**src/rtl/fan_ctrl_pkg.sv**
```systemverilog
// Shared types and constants for the fan-control sequencer: FSM encoding and
// config-port address map.
package fan_ctrl_pkg;

  typedef enum logic [1:0] {
    IDLE  = 2'd0,
    APPLY = 2'd1,
    REQ   = 2'd2,
    STRB  = 2'd3
  } fsm_state_e;

  localparam logic [2:0] CFG_A0      = 3'd0;
  localparam logic [2:0] CFG_A1      = 3'd1;
  localparam logic [2:0] CFG_B0      = 3'd2;
  localparam logic [2:0] CFG_B1      = 3'd3;
  localparam logic [2:0] CFG_B2      = 3'd4;
  localparam logic [2:0] CFG_SET     = 3'd5;
  localparam logic [2:0] CFG_COMMIT  = 3'd6;
  localparam logic [2:0] CFG_CLR_OVR = 3'd7;

  localparam int NUM_COEF = 5;

  function automatic logic is_coef_addr(input logic [2:0] addr);
    return (addr <= CFG_B2);
  endfunction

endpackage

```
**src/rtl/fan_ctrl_tick_gen.sv**
```systemverilog
// Free-running PWM prescaler and sample divider; produces the one-cycle PWM
// clock-enable and the sample tick (the enable that wraps the sample counter).
module fan_ctrl_tick_gen #(
  parameter int PWM_PRESCALE = 16,
  parameter int SAMPLE_DIV   = 256
) (
  input  logic clk_i,
  input  logic rstn_i,
  output logic clk_en_o,
  output logic sample_tick_o
);

  localparam int PW = (PWM_PRESCALE > 1) ? $clog2(PWM_PRESCALE) : 1;
  localparam int SW = (SAMPLE_DIV > 1) ? $clog2(SAMPLE_DIV) : 1;

  logic [PW-1:0] presc_q, presc_d;
  logic [SW-1:0] samp_q, samp_d;
  logic          presc_wrap_s, samp_wrap_s;

  assign presc_wrap_s  = (presc_q == PW'(PWM_PRESCALE - 1));
  assign samp_wrap_s   = (samp_q == SW'(SAMPLE_DIV - 1));
  assign clk_en_o      = presc_wrap_s;
  assign sample_tick_o = presc_wrap_s & samp_wrap_s;

  // counter next-state: prescaler always runs, sample counter advances per enable
  always_comb begin
    presc_d = presc_q + PW'(1);
    samp_d  = samp_q;
    if (presc_wrap_s) begin
      presc_d = '0;
      if (samp_wrap_s) begin
        samp_d = '0;
      end else begin
        samp_d = samp_q + SW'(1);
      end
    end else begin
      samp_d = samp_q;
    end
  end

  // counter registers
  always_ff @(posedge clk_i or negedge rstn_i) begin
    if (!rstn_i) begin
      presc_q <= '0;
      samp_q  <= '0;
    end else begin
      presc_q <= presc_d;
      samp_q  <= samp_d;
    end
  end

endmodule

```
**src/rtl/fan_ctrl_sequencer.sv**
```systemverilog
// Fan-control sequencer: tick generation, ADC handshake FSM and atomic shadow->active
// commit of PID coefficients/setpoint. Optional ADC watchdog: FAN_SEQ_WATCHDOG_EN.
module fan_ctrl_sequencer
  import fan_ctrl_pkg::*;
#(
  parameter int ADC_BITWIDTH = 4,
  parameter int REG_BITWIDTH = 8,
  parameter int PWM_PRESCALE = 16,
  parameter int SAMPLE_DIV   = 256,
  parameter int WDT_CYCLES   = 1024
) (
  input  logic                    clk_i,
  input  logic                    rstn_i,
  input  logic                    cfg_valid_i,
  output logic                    cfg_ready_o,
  input  logic [2:0]              cfg_addr_i,
  input  logic [REG_BITWIDTH-1:0] cfg_data_i,
  output logic                    adc_req_o,
  input  logic                    adc_ack_i,
  input  logic [ADC_BITWIDTH-1:0] adc_data_i,
  output logic                    clk_en_PWM_o,
  output logic                    dataValid_STRB_o,
  output logic [ADC_BITWIDTH-1:0] ADC_value_o,
  output logic [ADC_BITWIDTH-1:0] SET_value_o,
  output logic [REG_BITWIDTH-1:0] a0_o,
  output logic [REG_BITWIDTH-1:0] a1_o,
  output logic [REG_BITWIDTH-1:0] b0_o,
  output logic [REG_BITWIDTH-1:0] b1_o,
  output logic [REG_BITWIDTH-1:0] b2_o,
  output logic                    overrun_o,
  output logic                    fail_safe_o
);

  fsm_state_e state_q, state_d;
  logic sample_tick_s, xfer_s, enter_apply_s, ack_s, wdt_to_s;
  logic req_q, req_d, strb_q, strb_d, ready_q, ready_d;
  logic commit_q, commit_d, ovr_q, ovr_d;
  logic [REG_BITWIDTH-1:0] coef_sh_q [NUM_COEF];
  logic [REG_BITWIDTH-1:0] coef_sh_d [NUM_COEF];
  logic [REG_BITWIDTH-1:0] coef_q    [NUM_COEF];
  logic [REG_BITWIDTH-1:0] coef_d    [NUM_COEF];
  logic [ADC_BITWIDTH-1:0] set_sh_q, set_sh_d, set_q, set_d, adc_q, adc_d;

  fan_ctrl_tick_gen #(
    .PWM_PRESCALE (PWM_PRESCALE),
    .SAMPLE_DIV   (SAMPLE_DIV)
  ) u_tick_gen (
    .clk_i         (clk_i),
    .rstn_i        (rstn_i),
    .clk_en_o      (clk_en_PWM_o),
    .sample_tick_o (sample_tick_s)
  );

  assign xfer_s        = cfg_valid_i & ready_q;
  assign enter_apply_s = (state_q == IDLE) & sample_tick_s;
  assign ack_s         = (state_q == REQ) & adc_ack_i;

  // FSM state and registered handshake outputs
  always_ff @(posedge clk_i or negedge rstn_i) begin
    if (!rstn_i) begin
      state_q <= IDLE;
      req_q   <= 1'b0;
      strb_q  <= 1'b0;
      ready_q <= 1'b0;
    end else begin
      state_q <= state_d;
      req_q   <= req_d;
      strb_q  <= strb_d;
      ready_q <= ready_d;
    end
  end

  // FSM next-state
  always_comb begin
    state_d = state_q;
    case (state_q)
      IDLE: begin
        if (sample_tick_s) state_d = APPLY;
        else               state_d = IDLE;
      end
      APPLY: state_d = REQ;
      REQ: begin
        if (adc_ack_i || wdt_to_s) state_d = STRB;
        else                       state_d = REQ;
      end
      STRB:    state_d = IDLE;
      default: state_d = IDLE;
    endcase
  end

  // FSM outputs, decoded from the next state so they register alongside it
  always_comb begin
    req_d   = (state_d == REQ);
    strb_d  = (state_d == STRB);
    ready_d = (state_d != APPLY);
  end

  // Config writes, commit and overrun bookkeeping. The active set is loaded on the
  // edge into APPLY so it is already visible while the FSM sits in APPLY.
  always_comb begin
    coef_sh_d = coef_sh_q;
    coef_d    = coef_q;
    set_sh_d  = set_sh_q;
    set_d     = set_q;
    commit_d  = commit_q;
    ovr_d     = ovr_q;
    if (enter_apply_s && commit_q) begin
      coef_d   = coef_sh_q;
      set_d    = set_sh_q;
      commit_d = 1'b0;
    end else begin
      commit_d = commit_q;
    end
    if (xfer_s && is_coef_addr(cfg_addr_i)) begin
      coef_sh_d[cfg_addr_i] = cfg_data_i;
    end else if (xfer_s) begin
      case (cfg_addr_i)
        CFG_SET:     set_sh_d = cfg_data_i[ADC_BITWIDTH-1:0];
        CFG_COMMIT:  commit_d = 1'b1;
        CFG_CLR_OVR: ovr_d    = 1'b0;
        default:     ovr_d    = ovr_q;
      endcase
    end else begin
      ovr_d = ovr_q;
    end
    if (sample_tick_s && (state_q != IDLE)) ovr_d = 1'b1;
    else                                    ovr_d = ovr_d;
  end

  // ADC sample capture; a watchdog timeout substitutes full-scale (hot)
  always_comb begin
    adc_d = adc_q;
    if (ack_s)         adc_d = adc_data_i;
    else if (wdt_to_s) adc_d = '1;
    else               adc_d = adc_q;
  end

  // shadow, active, capture and flag registers
  always_ff @(posedge clk_i or negedge rstn_i) begin
    if (!rstn_i) begin
      coef_sh_q <= '{default: '0};
      coef_q    <= '{default: '0};
      set_sh_q  <= '0;
      set_q     <= '0;
      adc_q     <= '0;
      commit_q  <= 1'b0;
      ovr_q     <= 1'b0;
    end else begin
      coef_sh_q <= coef_sh_d;
      coef_q    <= coef_d;
      set_sh_q  <= set_sh_d;
      set_q     <= set_d;
      adc_q     <= adc_d;
      commit_q  <= commit_d;
      ovr_q     <= ovr_d;
    end
  end

`ifdef FAN_SEQ_WATCHDOG_EN
  localparam int WW = $clog2(WDT_CYCLES + 1);
  logic [WW-1:0] wdt_q, wdt_d;
  logic          fs_q, fs_d;

  assign wdt_to_s = (state_q == REQ) & ~adc_ack_i & (wdt_q == WW'(WDT_CYCLES - 1));

  // watchdog counter (runs only in REQ) and fail-safe flag
  always_comb begin
    fs_d = fs_q;
    if (state_q == REQ) wdt_d = wdt_q + WW'(1);
    else                wdt_d = '0;
    if (ack_s)         fs_d = 1'b0;
    else if (wdt_to_s) fs_d = 1'b1;
    else               fs_d = fs_q;
  end

  // watchdog registers
  always_ff @(posedge clk_i or negedge rstn_i) begin
    if (!rstn_i) begin
      wdt_q <= '0;
      fs_q  <= 1'b0;
    end else begin
      wdt_q <= wdt_d;
      fs_q  <= fs_d;
    end
  end

  assign fail_safe_o = fs_q;
`else
  assign wdt_to_s    = 1'b0;
  assign fail_safe_o = 1'b0;
`endif

  assign cfg_ready_o      = ready_q;
  assign adc_req_o        = req_q;
  assign dataValid_STRB_o = strb_q;
  assign ADC_value_o      = adc_q;
  assign SET_value_o      = set_q;
  assign a0_o             = coef_q[0];
  assign a1_o             = coef_q[1];
  assign b0_o             = coef_q[2];
  assign b1_o             = coef_q[3];
  assign b2_o             = coef_q[4];
  assign overrun_o        = ovr_q;

endmodule

```
**config.mk**
```make
export PLATFORM = sky130hd
export DESIGN_NAME = fan_ctrl_sequencer
export DESIGN_NICKNAME = d
export VERILOG_FILES = /design/src/rtl/fan_ctrl_pkg.sv /design/src/rtl/fan_ctrl_tick_gen.sv /design/src/rtl/fan_ctrl_sequencer.sv
export SDC_FILE = /design/constraint.sdc
export NUM_CORES = 1
export LEC_CHECK = 0
export ABC_CLOCK_PERIOD_IN_PS = 2370
export CAP_MARGIN = 20
export CORE_MARGIN = 4
export CORE_UTILIZATION = 48
export CTS_BUF_LIST = sky130_fd_sc_hd__clkbuf_16
export DETAILED_ROUTE_END_ITERATION = 12
export PLACE_DENSITY = 0.76
export SETUP_SLACK_MARGIN = 0.15
export SLEW_MARGIN = 40
export SYNTH_ARGS = -nofsm -noshare
export SYNTH_HDL_FRONTEND = slang
export SYNTH_HIERARCHICAL = 1
export SYNTH_SLANG_ARGS = --single-unit
```
**constraint.sdc**
```tcl
create_clock -name clk_i -period 2.37 [get_ports clk_i]
set_clock_uncertainty 0.05 [all_clocks]
set_input_delay 0.3555 -clock clk_i [delete_from_list [all_inputs] [get_ports clk_i]]
set_output_delay 0.3555 -clock clk_i [all_outputs]
set_load 0.01 [all_outputs]
```
# Word-level counts from Yosys, hierarchy flattened
# Cells that the tools add are included.
# Widths: inputs -> output; s select.
# totals
inputBits,19
reg_bits,111
memories,0
romBits,0
latch_bits,0
ram_bits,0
# classes
bitwise,6
n_mul,0
n_mux,16
div_mod_pow,0
order_cmp,3
n_eq_ne,12
reduce_logical,10
add_sub_neg,2
shift,0
# op_table
operator,count
$bwmux 40,1
$demux 8 s3,1
$mux 8,2
$mux 1,10
$eq 3x3->1 const B,3
$add 8x1->8 const B,1
$eq 2x2->1 const B,4
$eq 8x8->1 const B,1
$pmux 2 s4,1
$reduce_and 3->1,2
$reduce_bool 2->1,3
$add 4x1->4 const B,1
$and 1x1->1,4
$eq 4x4->1 const B,1
$ge 4x4->1 const B,1
$logic_and 1x1->1,4
$lt 4x1->1 const B,1
$mux 4,1
$ne 2x1->1 const B,2
$not 3->4,1
$le 3x3->1 const B,1
$eq 2x1->1 const B,1
$logic_not 2->1,1
$not 1->1,1

# Longest topological paths before layout
# Gate-level depths: netlist of run 1.
# logic_depth
depth_word,8
ltp_mapped,7

# By module
# Netlist of run 1, hierarchy kept.
# modules_own_cells
mod,n_inst,cells_per_inst,area_per_inst_um2
fan_ctrl_sequencer,1,228,3822.4
fan_ctrl_tick_gen,1,54,553.0

# Worst setup path before layout of run 1
# OpenSTA, ideal clock, no wires.
# synth_path
path_kind,register -> register
start,register u_tick_gen.presc_q[0]
end,"register set_q[0], in the netlist SET_value_o[0]"
n_path_buf,2
t_required_ns,2.195
path_stages_with_launch,8
t_arrival_ns,2.066
synth_period_minus_slack_ns,2.240
setup_ns,0.125
setup_slack_ns,0.130
cell_sequence,dfrtp_1 -> ha_1 -> nand3_2 -> buf_6 -> nor4_1 -> nand3_1 -> buf_2 -> mux2_2
# synth_via
elab_chain_cells,4
# synth_rtl
item,line_no,text
start: declaration,fan_ctrl_tick_gen.sv:16,"logic [PW-1:0] presc_q, presc_d;"
start signal: assignment,fan_ctrl_tick_gen.sv:47,presc_q <= presc_d;
$eq 4x4->1,fan_ctrl_tick_gen.sv:20,assign presc_wrap_s = (presc_q == PW'(PWM_PRESCALE - 1));
$and 1x1->1,fan_ctrl_tick_gen.sv:23,assign sample_tick_o = presc_wrap_s & samp_wrap_s;
named net sample_tick_s,fan_ctrl_sequencer.sv:35,"logic sample_tick_s, xfer_s, enter_apply_s, ack_s, wdt_to_s;"
$and 1x1->1,fan_ctrl_sequencer.sv:55,assign enter_apply_s = (state_q == IDLE) & sample_tick_s;
$logic_and 1x1->1,fan_ctrl_sequencer.sv:107,if (enter_apply_s && commit_q) begin
end signal: assignment,fan_ctrl_sequencer.sv:152,set_q <= set_d;
end: declaration,fan_ctrl_sequencer.sv:42,"logic [ADC_BITWIDTH-1:0] set_sh_q, set_sh_d, set_q, set_d, adc_q, adc_d;"
# The timed path passes the listed nets, and every way through them passes these cells.
# A chain may end at the register's enable or synchronous reset.

# Worst setup path after layout of run 1
# layout_path
start,register u_tick_gen.presc_q[0]
end,output port clk_en_PWM_o
# layout_via
elab_chain_cells,1
# layout_rtl
item,line_no,text
$eq 4x4->1,fan_ctrl_tick_gen.sv:20,
end: declaration,fan_ctrl_sequencer.sv:21,"output logic clk_en_PWM_o,"
# No other way between the ends.

==> flow_metrics.py, run 1 <==
metrics = {
    "yosys": {
        "yosysWarnings": 6,
        "syn_nets": 306,
        "synthArstFlopShare_pct": 100,
        "synth_edf_count": 0,
        "syn-cell-area_um2": 4380,
        "synth_seq_area_share_pct": 63.5,
        "synthFlopType": "dfrtp_1",
        "synth.distinct_cells": 30,
        "syn_area_per_cell_um2": 15.5,
        "syn_inst": 282,
        "ys_ff_latch": 111,
    },
    "timing": {
        "min_period_ns": 2.09,
        "whs_ns": 0.353,
        "slew_headroom_pct": 65.3,
        "hold_viol": 0,
        "fmaxAchievable_mhz": 478,
        "setup_tns_ns": 0,
        "drv_slew": 0,
        "finalCritPeriodShare_pct": 88.3,
        "setup_violations": 0,
        "tightest_slew_ns": 0.521,
        "rsz0062_at_grt": "no",
    },
    "grt": {
        "grt_usage_pct": 16.5,
        "grt_max_degree": 69,
        "antenna_found_initial": 0,
        "grt_pass1_wl_mm": 13.2,
        "grt.overflow.total": 0,
        "grt_pass1_vias": 2571,
    },
    "floorplan": {
        "start_util_pct": 49.7,
        "dieWidth_um": 103,
        "die_y_um": 103,
        "fp-row-count": 34,
        "core_um2": 8810,
        "io_pins": 73,
        "dieArea_um2": 10700,
    },
    "detailed_routing": {
        "drt-initial-drc-count": 66,
        "drtPass1Iterations": 4,
        "ant_nets": 0,
        "wl_mm": 8.15,
        "vias_per_cell": 5.17,
        "vias": 2465,
        "drcViolationCount": 0,
        "wl_per_cell_um": 17.1,
    },
    "clock_network": {
        "clock_sinks": 111,
        "cts_tree": "done",
        "clock_latency_ns": 0.34,
        "clockBufferDepth": 2,
        "cts_root_buf": "clkbuf_16",
        "path_clk_slew_ns": 0.07,
        "cts_inserted_buffers": 9,
        "htreeDepth": 3,
    },
    "pwr": {
        "ir_drop_v": 0.000414,
        "leakage_nw": 2.60,
        "powerDensity_nw_per_um2": 720,
        "totalPowerFinal_w": 0.00400,
    },
    "critical_path": {
        "r2r_end": "SET_value_o[1]$_DFFE_PN0P_",
        "crit_chain": "ha_2, nand3_2, buf_4, inv_1, dlygate4sd2_1",
        "critical_path.max_fanout": 10,
        "critPathRequiredTime_ns": 1.96,
        "worstSetupPathType": "register to primary output",
        "worst_ep_arrival_time_ns": 1.69,
        "worstRegToRegCells": 6,
        "cp_slowest_cell": "dfrtp_1",
        "endpoint_kind": "primary output",
        "reg2reg_from": "u_tick_gen/presc_q[0]$_DFF_PN0_",
        "start_kind": "register",
        "reg2reg_setup_slack_ns": 0.32,
        "cp_slowest_stage_delay_ns": 0.39,
    },
    "placed_design": {
        "numPortBuffers": 71,
        "dp_hpwl_mm": 5.60,
        "finalWeightedCongestion": 0.749,
        "dp_cells": 460,
    },
    "cells_and_area": {
        "diodes": 0,
        "nNetsFinal": 388,
        "fin_util_pct": 63.0,
        "fin_cells": 477,
        "synthToLayoutAreaGrowth_pct": 26.9,
        "drive_gt1_share_pct": 34.1,
    },
    "run": {
        "cap_violations": 0,
    },
    "run_status": {
        "outcome": "complete, no violations",
    },
    "worst_hold_path": {
        "hold_path_class": "primary input to asynchronous set/reset pin",
    },
}
worst max-delay path by stage:
stage               depth (start not counted)                         end                            start
floorplan                                   7  SET_value_o[0]$_DFFE_PN0P_  u_tick_gen/presc_q[0]$_DFF_PN0_
global placement                            4   coef_sh_q[16]$_DFFE_PN0P_                      cfg_valid_i
detailed placement                          4   coef_sh_q[19]$_DFFE_PN0P_                      cfg_valid_i
CTS                                         5                clk_en_PWM_o  u_tick_gen/presc_q[0]$_DFF_PN0_
global route                                5                clk_en_PWM_o  u_tick_gen/presc_q[0]$_DFF_PN0_
finish                                      5                clk_en_PWM_o  u_tick_gen/presc_q[0]$_DFF_PN0_
final cells by class:
type | count | area [um2]
clock buffer | 9 | 225
clock inverter | 7 | 80.1
fill | 670 | 3260
inverter | 7 | 26.3
multi-input combinational | 156 | 1520
sequential | 111 | 2780
tap | 108 | 135
timing repair buffer | 79 | 782
layout by cell type, fill, tap and decap left out, types with 2 or more instances in the layout:
master	netlist	layout
a21oi_1	2	2
buf_4	1	7
clkbuf_16	0	9
clkdlybuf4s50_1	0	69
clkinvlp_4	0	2
dfrtp_1	111	111
ha_1	5	4
inv_1	7	7
inv_8	0	2
mux2_2	77	77
mux2_4	16	16
nand2_1	12	12
nand2b_1	2	2
nand3_1	6	5
nand3_2	2	3
nand4_1	2	2
nor2_1	2	2
nor2_2	3	3
o21ai_0	9	9
or3_1	3	3
or4_1	2	2
xnor2_1	2	2
xor2_1	2	2
worst max-delay path: cells and delay by family, from the launching register on:
kind	cells	cell delay, ns
adder cells (fa/ha/maj)	1	0.23
flip-flops	1	0.39
AND/OR/NAND/NOR	1	0.11
buffers and inverters	3	0.62
cell usage after synthesis (3+ instances only):
cell	n	area share (%)
o21ai_0	9	1.0
buf_2	4	0.46
ha_1	5	1.4
mux2_2	77	20
or3_1	3	0.43
nor2_2	3	0.43
dfrtp_1	111	63
nand3_1	6	0.69
buf_6	3	0.77
nand2_1	12	1.0
inv_1	7	0.60
mux2_4	16	5.5
through the flow:
step           cell area (um2)  worst slack [ns]
6_report                  5550             0.278
4_1_cts                   5550             0.245
3_3_place_gp              5230             0.230
5_1_grt                   5550             0.169
2_1_floorplan             4380             0.274
3_5_place_dp              5230             0.186
timing repair:
item	in CTS	in global routing
setup buffers	0	0
hold buffers	1	0
gates resized for setup	1	1
endpoints found under the hold margin	13	0
endpoints found under the setup margin	1	1
report_power, final:
| part | leakage [nW] | switching, W | internal [W] |
|---|---|---|---|
| Combinational | 1.02 | 0.000110 | 0.000198 |
| Sequential | 1.44 | 0.0000899 | 0.00206 |
| Clock | 0.144 | 0.000706 | 0.000835 |
| Total | 2.60 | 0.000906 | 0.00309 |
sequential cells by signal (all words and copies together) (netlist names):
register and flops:
state_q 2, dataValid_STRB_o 1, coef_sh_q 40, overrun_o 1, a1_o 8, commit_q 1
cfg_ready_o 1, a0_o 8, u_tick_gen/presc_q 4, set_sh_q 4, SET_value_o 4, b1_o 8
u_tick_gen/samp_q 8, b2_o 8, b0_o 8, adc_req_o 1, ADC_value_o 4
per-layer routing:
layer / track usage, % / wire [um]
met5: 0 / 0
met4: 6.27 / 116
met3: 3.42 / 438
met2: 24.5 / 3630
met1: 24.0 / 3970
logic make-up after synthesis:
kind of cell               count (synthesis)  synth area share, %
adders and majority gates                  5                 1.43
and+or+nand+nor                           40                 5.26
muxes                                     93                 25.3
DFF                                      111                 63.5
other                                      1               0.0857
xor gates and xnor gates                   4                0.801
buffers and inverters                     15                 2.00
AOI/OAI and AO/OA                         13                 1.63
Note: power is estimated with default switching activity, not from simulation.
==> inputs of run 2 (changes only) <==
GPL_ROUTABILITY_DRIVEN = 1   (was unset)
==> results of run 2 <==
Same layout as run 1: the final DEF is identical, and so are final timing and power.
